### src/rtl/pipe_skid_reg.sv
// pipe_skid_reg: two-entry pipeline register with a skid slot.
// The main register M drives the outputs. The skid register S catches the one beat
// that can arrive while the consumer stalls. This lets in_ready be a pure function
// of flops, with no combinational path from out_ready.
// flush kills all held beats and zeroes their control bits. Payloads keep their
// values through a flush.
module pipe_skid_reg #(
   parameter int DATA_W = 16,
   parameter int CTRL_W = 2
) (
   input  logic              clk,
   input  logic              rst_n,
   input  logic              flush,
   input  logic              in_valid,
   output logic              in_ready,
   input  logic [CTRL_W-1:0] in_ctrl,
   input  logic [DATA_W-1:0] in_data,
   output logic              out_valid,
   input  logic              out_ready,
   output logic [CTRL_W-1:0] out_ctrl,
   output logic [DATA_W-1:0] out_data,
   output logic [1:0]        occupancy
);

   typedef enum logic [1:0] {
      EMPTY = 2'd0,
      HALF  = 2'd1,
      FULL  = 2'd2
   } state_t;

   state_t            stateR;
   logic              rdyEnR;
   logic [CTRL_W-1:0] mCtrlR;
   logic [DATA_W-1:0] mDataR;
   logic [CTRL_W-1:0] sCtrlR;
   logic [DATA_W-1:0] sDataR;

   logic              ixS;
   logic              oxS;

   // Handshake qualifiers; both depend only on flops and the peer's valid/ready.
   assign ixS = in_valid & in_ready;
   assign oxS = out_valid & out_ready;

   // FSM and storage: flush dominates, then the per-state move rules.
   always_ff @(posedge clk or negedge rst_n) begin
      if (!rst_n) begin
         stateR <= EMPTY;
         rdyEnR <= 1'b0;
         mCtrlR <= {CTRL_W{1'b0}};
         mDataR <= {DATA_W{1'b0}};
         sCtrlR <= {CTRL_W{1'b0}};
         sDataR <= {DATA_W{1'b0}};
      end else begin
         // rdy_en rises on the first edge after release and then stays high.
         rdyEnR <= 1'b1;
         if (flush) begin
            // A same-cycle OX has already been sampled by the consumer.
            // A same-cycle IX is simply not stored.
            stateR <= EMPTY;
            mCtrlR <= {CTRL_W{1'b0}};
            sCtrlR <= {CTRL_W{1'b0}};
         end else begin
            case (stateR)
               EMPTY: begin
                  if (ixS) begin
                     mCtrlR <= in_ctrl;
                     mDataR <= in_data;
                     stateR <= HALF;
                  end else begin
                     stateR <= EMPTY;
                  end
               end
               HALF: begin
                  if (ixS && oxS) begin
                     // Head leaves and the new beat replaces it directly.
                     mCtrlR <= in_ctrl;
                     mDataR <= in_data;
                     stateR <= HALF;
                  end else if (ixS) begin
                     // Consumer stalled: the new beat parks in the skid slot.
                     sCtrlR <= in_ctrl;
                     sDataR <= in_data;
                     stateR <= FULL;
                  end else if (oxS) begin
                     stateR <= EMPTY;
                  end else begin
                     stateR <= HALF;
                  end
               end
               FULL: begin
                  // in_ready is low here, so only the head can move.
                  if (oxS) begin
                     mCtrlR <= sCtrlR;
                     mDataR <= sDataR;
                     stateR <= HALF;
                  end else begin
                     stateR <= FULL;
                  end
               end
               default: begin
                  stateR <= EMPTY;
               end
            endcase
         end
      end
   end

   // Output decode: every output is taken from a flop, never from an input.
   always_comb begin
      out_valid = 1'b0;
      in_ready  = 1'b0;
      occupancy = 2'd0;
      out_ctrl  = {CTRL_W{1'b0}};
      out_data  = mDataR;
      case (stateR)
         EMPTY: begin
            out_valid = 1'b0;
            in_ready  = rdyEnR;
            occupancy = 2'd0;
         end
         HALF: begin
            out_valid = 1'b1;
            in_ready  = rdyEnR;
            occupancy = 2'd1;
            out_ctrl  = mCtrlR;
         end
         FULL: begin
            out_valid = 1'b1;
            in_ready  = 1'b0;
            occupancy = 2'd2;
            out_ctrl  = mCtrlR;
         end
         default: begin
            out_valid = 1'b0;
            in_ready  = 1'b0;
            occupancy = 2'd0;
         end
      endcase
   end

endmodule
### config.mk
export PLATFORM = sky130hd
export DESIGN_NAME = pipe_skid_reg
export DESIGN_NICKNAME = d
export VERILOG_FILES = /design/src/rtl/pipe_skid_reg.sv
export SDC_FILE = /design/constraint.sdc
export NUM_CORES = 1
export LEC_CHECK = 0
export CELL_PAD_IN_SITES_DETAIL_PLACEMENT = 0
export CELL_PAD_IN_SITES_GLOBAL_PLACEMENT = 1
export CORE_ASPECT_RATIO = 1.25
export CORE_MARGIN = 3
export CORE_UTILIZATION = 42
export DETAILED_ROUTE_END_ITERATION = 12
export PLACE_DENSITY = 0.9
export SKIP_LAST_GASP = 1
export SLEW_MARGIN = 15
export SYNTH_ARGS = -nofsm -noshare
export SYNTH_HDL_FRONTEND = slang
export SYNTH_SLANG_ARGS = --single-unit
### constraint.sdc
create_clock -name clk -period 7.45 [get_ports clk]
set_clock_uncertainty 0.2 [all_clocks]
set_input_delay 1.1175 -clock clk [delete_from_list [all_inputs] [get_ports clk]]
set_output_delay 1.1175 -clock clk [all_outputs]
set_load 0.01 [all_outputs]
=== Word level (Yosys, flattened, before mapping) ===
Index checks and enable logic that the tools add are counted.

* Register bits: 39
* Bits of input ports: 23
* Logic and storage cells: 54

* Equal/unequal tests: 9
* Muxes and demuxes: 23
* Bitwise operators: 4
* Reductions and logical operators: 12

{| class="wikitable"
|+ Operator list
! operator !! count
|-
| $mux 16 || 3
|-
| $pmux 16 s3 || 1
|-
| $mux 2 || 12
|-
| $pmux 2 s3 || 2
|-
| $ne 3x3->1 const B || 3
|-
| $ne 2x2->1 const B || 4
|-
| $reduce_and 4->1 || 2
|-
| $reduce_and 5->1 || 1
|-
| $mux 1 || 4
|-
| $pmux 2 s2 || 1
|-
| $reduce_bool 2->1 || 2
|-
| $reduce_bool 4->1 || 1
|-
| $reduce_or 2->1 || 2
|-
| $reduce_and 3->1 || 1
|-
| $reduce_bool 3->1 || 1
|-
| $and 1x1->1 || 2
|-
| $eq 2x1->1 const B || 1
|-
| $eq 2x2->1 const B || 1
|-
| $logic_not 2->1 || 1
|-
| $not 1->1 || 2
|-
| $logic_and 1x1->1 || 1
|}

=== Depth between registers and ports, before layout ===
* Word-level depth: 9
* Gate-level depth with buffers: 9

=== Worst setup path after synthesis ===
Ideal clock, no wire load.

* Kind: input to register
* Start point: input port in_valid
* End point: register sDataR[10]
* Arrival time: 2,711 ps
* Data required time: 7,125 ps
* Setup slack: 4,414 ps
* Cell stages on the path: 7
* Path through: nand2_1 > nor2_1 > ha_1 > nand4b_1 > nor2_1 > buf_2 > mux2_2

* Longest elaborated chain between the ends: 4

{| class="wikitable"
|+ Ends and longest elaborated chain
! what !! line !! text
|-
| start, declared || 14 || <nowiki>input logic in_valid,</nowiki>
|-
| $and 1x1->1 (*) || 42 || <nowiki>assign ixS = in_valid & in_ready;</nowiki>
|-
| $logic_and 1x1->1 || 75 || <nowiki>if (ixS && oxS) begin</nowiki>
|-
| $not 1->1 (no source line) || n/a ||
|-
| $reduce_and 4->1 (no source line) (*) || n/a ||
|-
| end signal, assigned || 53 || <nowiki>sDataR <= {DATA_W{1'b0}};</nowiki>
|-
| end signal, assigned || 83 || <nowiki>sDataR <= in_data;</nowiki>
|-
| end, declared || 36 || <nowiki>logic [DATA_W-1:0] sDataR;</nowiki>
|}

Every way passes the cells marked *; elsewhere a longest branch is shown, timed or not.
A chain may end at the register's enable or synchronous reset.

=== Final worst setup path ===
* Start point: register stateR[0]
* End point: output port occupancy[1]

* Longest elaborated chain between the ends: 2
* Elaborated cells on any way between the ends: 3
* Classes of those cells: 2 x eq/ne; 1 x mux

{| class="wikitable"
|+ Ends and longest elaborated chain
! what !! line !! text
|-
| start, declared || 31 || <nowiki>state_t stateR;</nowiki>
|-
| start signal, assigned || 48 || <nowiki>stateR <= EMPTY;</nowiki>
|-
| start signal, assigned || 60 || <nowiki>stateR <= EMPTY;</nowiki>
|-
| start signal, assigned || 69 || <nowiki>stateR <= HALF;</nowiki>
|-
| $eq 2x2->1 or $eq 2x1->1 (tied branches) || 116 || <nowiki>case (stateR)</nowiki>
|-
| $pmux 2 s2 (*) || 116 ||
|-
| end, declared || 22 || <nowiki>output logic [1:0] occupancy</nowiki>
|}

Marks and branches as above.

==> results.tsv <==
stage	metric	value	unit
timing	Least-Margin Pin Slew	1.10	ns
timing	Slew Limit Fails	0	
route	drt via density	5.16	
yosys	Synth Area in XOR/XNOR	0	
placed_design	dpl cells	231	
setup_path	crit-path max FO	23	
die	DIE HEIGHT	80.7	um
clocking	Hold Buf Count CTS	0	
finish	filler cell count	355	
finish	final-stage net count	212	
timing	Rel. slew slack	0.268	
route	drt initial violations	33	
global_route	vias in the first global route	1374	
clocking	# H-tree levels	2	
clocking	Sink Count	39	
timing	crit path time final	3.70	ns
die	Initial Util	0.447	
finish	Reg area	976	um^2
clocking	clock transition at the registers of the reported paths	0.07	ns
timing	hold slack	0.306	ns
global_route	All-Layer GR Usage	0.157	
die	die width	65.8	um
timing	TNS Setup	0	ns
global_route	GR Overflow Total	0	
power	leakage power total	0.00105	uW
yosys	Compound-Gate Fraction of Synth Area	0.0327	
die	die footprint	5310	um^2
setup_path	crit-path max cell delay	0.89	ns
finish	ant diodes	0	
clocking	CTS tree	yes	
yosys	flops & latches, synth	39	
timing	RSZ-0062 raised after global routing	false	
yosys	Seq/Total Area, Yosys	0.520	
hold_path	Hold WC Path Type	flip-flop to flip-flop	
yosys	Post-synth EDFFs	0	
placed_design	PortBufs	44	
setup_path	Worst Reg2Reg Path Length in Cells	5	
timing	period utilisation layout	0.497	
placed_design	gpl congestion	0.737	
yosys	Adder-Cell Fraction of Synth Area	0.0400	
finish	fin cells	240	
global_route	largest net degree at the start of global routing	40	
yosys	Synth Area in Simple Gates	0.0587	
clocking	Setup Fix Bufs, Post-CTS	0	
clocking	Num CTS Buffers	5	
route	WL/cell	15.5	um
global_route	first-pass GRT wire length	6400	um
route	drt first pass iters	2	
yosys	Syn Nets	164	
yosys	count of different cell masters after synthesis	23	
die	Rows	26	
setup_path	CP max stage cell	ha_1	
timing	Achievable Freq	270	MHz
global_route	initial antenna violation count	0	
route	vias	1238	
placed_design	DP HPWL	2710	um
setup_path	Worst Setup Start Kind	flip-flop	
yosys	multiplexer area fraction after synthesis	0.321	
route	Detailed Route WL	3730	um
finish	footprint of the multi-input gates	853	um^2
yosys	Synth top area share	0.520	
setup_path	CP Cell Sequence	inv_1 -> ha_1 -> clkdlybuf4s50_1	
setup_path	crit path DAT	2.38	ns
setup_path	CP endpoint kind	output pin	
yosys	Mapped Cells	135	
die	# IOs	45	
flow_run	# Max-Cap Violations	0	
yosys	most common cell in the netlist	mux2_2	
yosys	Top FF cell, synth	dfrtp_1	
setup_path	Crit path required time	6.13	ns
placed_design	DP Worst Slack	3.57	ns
timing	final hold violation count	0	
clocking	clk root buf	clkbuf_8	
hold_path	hold path depth	1	
power	Peak VDD IR	144	uV
setup_path	Setup CP Type	flip-flop to output pin	
yosys	synth top area cells	dfrtp_1, mux2_2, ha_1, mux2i_1, nor2_1	
yosys	Yosys Warn Count	0	
finish	share of layout cells above drive strength 1	0.337	
die	Core Area	4200	um^2
finish	Layout Utilization	0.584	
clocking	Max Buffers Root-to-Sink	2	
yosys	Synth Area per Inst	13.9	um^2
power	P per Cell Area	240	nW/um^2
route	Detail Route Antenna Nets	0	
yosys	largest family of logic cells by synthesized area	multiplexers	
clocking	Clock Latency Late Sink	0.29	ns
yosys	most common library cells after synthesis	mux2_2, dfrtp_1, nor2_1, ha_1	
route	DRC	0	
timing	Final WS setup	3.75	ns
yosys	FFs w/ async S/R, synth	1.00	
finish	area delta synth->final	30.5	%
status	outcome	completed	
yosys	area leader, netlist	dfrtp_1	
timing	final setup vio count	0	
yosys	cell area after synthesis	1880	um^2
clocking	# resized after CTS	0	
-- worst max-delay path, delay by kind of cell, from the launching register on --
kind,cells,cell delay [ns]
adder cells (fa/ha/maj),1,0.89
buffers and inverters,2,0.79
flip-flops,1,0.40
-- path summary, 6_finish.rpt --
| kind | start | to | slack [ns] |
|---|---|---|---|
| max in group asynchronous | rst_n | mCtrlR[1]$_DFFE_PN0P_ | 5.77 |
| worst min-delay path | sDataR[4]$_DFFE_PN0P_ | sDataR[4]$_DFFE_PN0P_ | 0.31 |
| worst max register to register | stateR[0]$_DFF_PN0_ | mCtrlR[0]$_DFFE_PN0P_ | 4.49 |
| min in group asynchronous | rst_n | sDataR[5]$_DFFE_PN0P_ | 0.73 |
| worst min register to register | sDataR[4]$_DFFE_PN0P_ | sDataR[4]$_DFFE_PN0P_ | 0.31 |
| worst max-delay path | stateR[0]$_DFF_PN0_ | occupancy[1] | 3.75 |
-- metrics by stage --
step	power, uW	cell area [um^2]
2_1_floorplan	368	1880
3_3_place_gp	448	2350
3_5_place_dp	458	2350
4_1_cts	596	2440
5_1_grt	623	2450
6_report	589	2450
-- cell families (layout without fill, tap and decap cells) --
logic type,after synthesis,after routing
simple gates,21,21
buf+inv,8,57
other cells,1,1
fa+ha+maj,6,6
flops,39,39
compound gates,6,6
mux,54,54
-- report_power, final --
part / switching, uW / total, uW / leakage [uW] / internal, uW
sequential: 26.2 / 289 / 0.000485 / 263
clock: 72.4 / 138 / 0.0000412 / 65.4
combinational: 57.3 / 162 / 0.000522 / 105
total: 156 / 589 / 0.00105 / 433
-- cells in the final DEF, fill, tap and decap left out --
cell type and count:
a2111oi_0 1, a2111oi_4 1, a21boi_0 1, a21oi_1 2, a22oi_1 1, and2_1 2, and2b_1 1, buf_2 1
buf_4 1, buf_6 1, clkbuf_1 1, clkbuf_8 5, clkdlybuf4s50_1 43, clkinv_2 1, clkinvlp_4 1, conb_1 1
dfrtp_1 39, ha_1 6, inv_1 3, mux2_2 50, mux2i_1 4, nand2_1 2, nand3_1 1, nand4b_1 1
nor2_1 8, nor2b_1 4, nor3_1 1, or2_4 1
-- cell type report --
cell class / count / share of cell area
Timing Repair Buffer: 46 / 0.185
Clock inverter: 2 / 0.00511
Sequential cell: 39 / 0.398
Tap cell: 56 / 0.0286
Inverter: 3 / 0.00460
Clock buffer: 6 / 0.0296
Multi-Input combinational cell: 88 / 0.348
-- state kept, by name, summed over array words and instances, names as in the netlist --
name      cells
rdyEnR        1
sCtrlR        2
sDataR       16
mCtrlR        2
stateR        2
out_data     16
-- metal layers --
| metal | track usage | up-vias | share of wire |
|---|---|---|---|
| met1 | 0.187 | 626 | 0.42 |
| met5 | 0 | - | 0 |
| met3 | 0.0373 | 8 | 0.042 |
| met2 | 0.272 | 33 | 0.52 |
| li1 | - | 571 | - |
| met4 | 0.0622 | 0 | 0.018 |
Power figures use the tool's default switching activity.
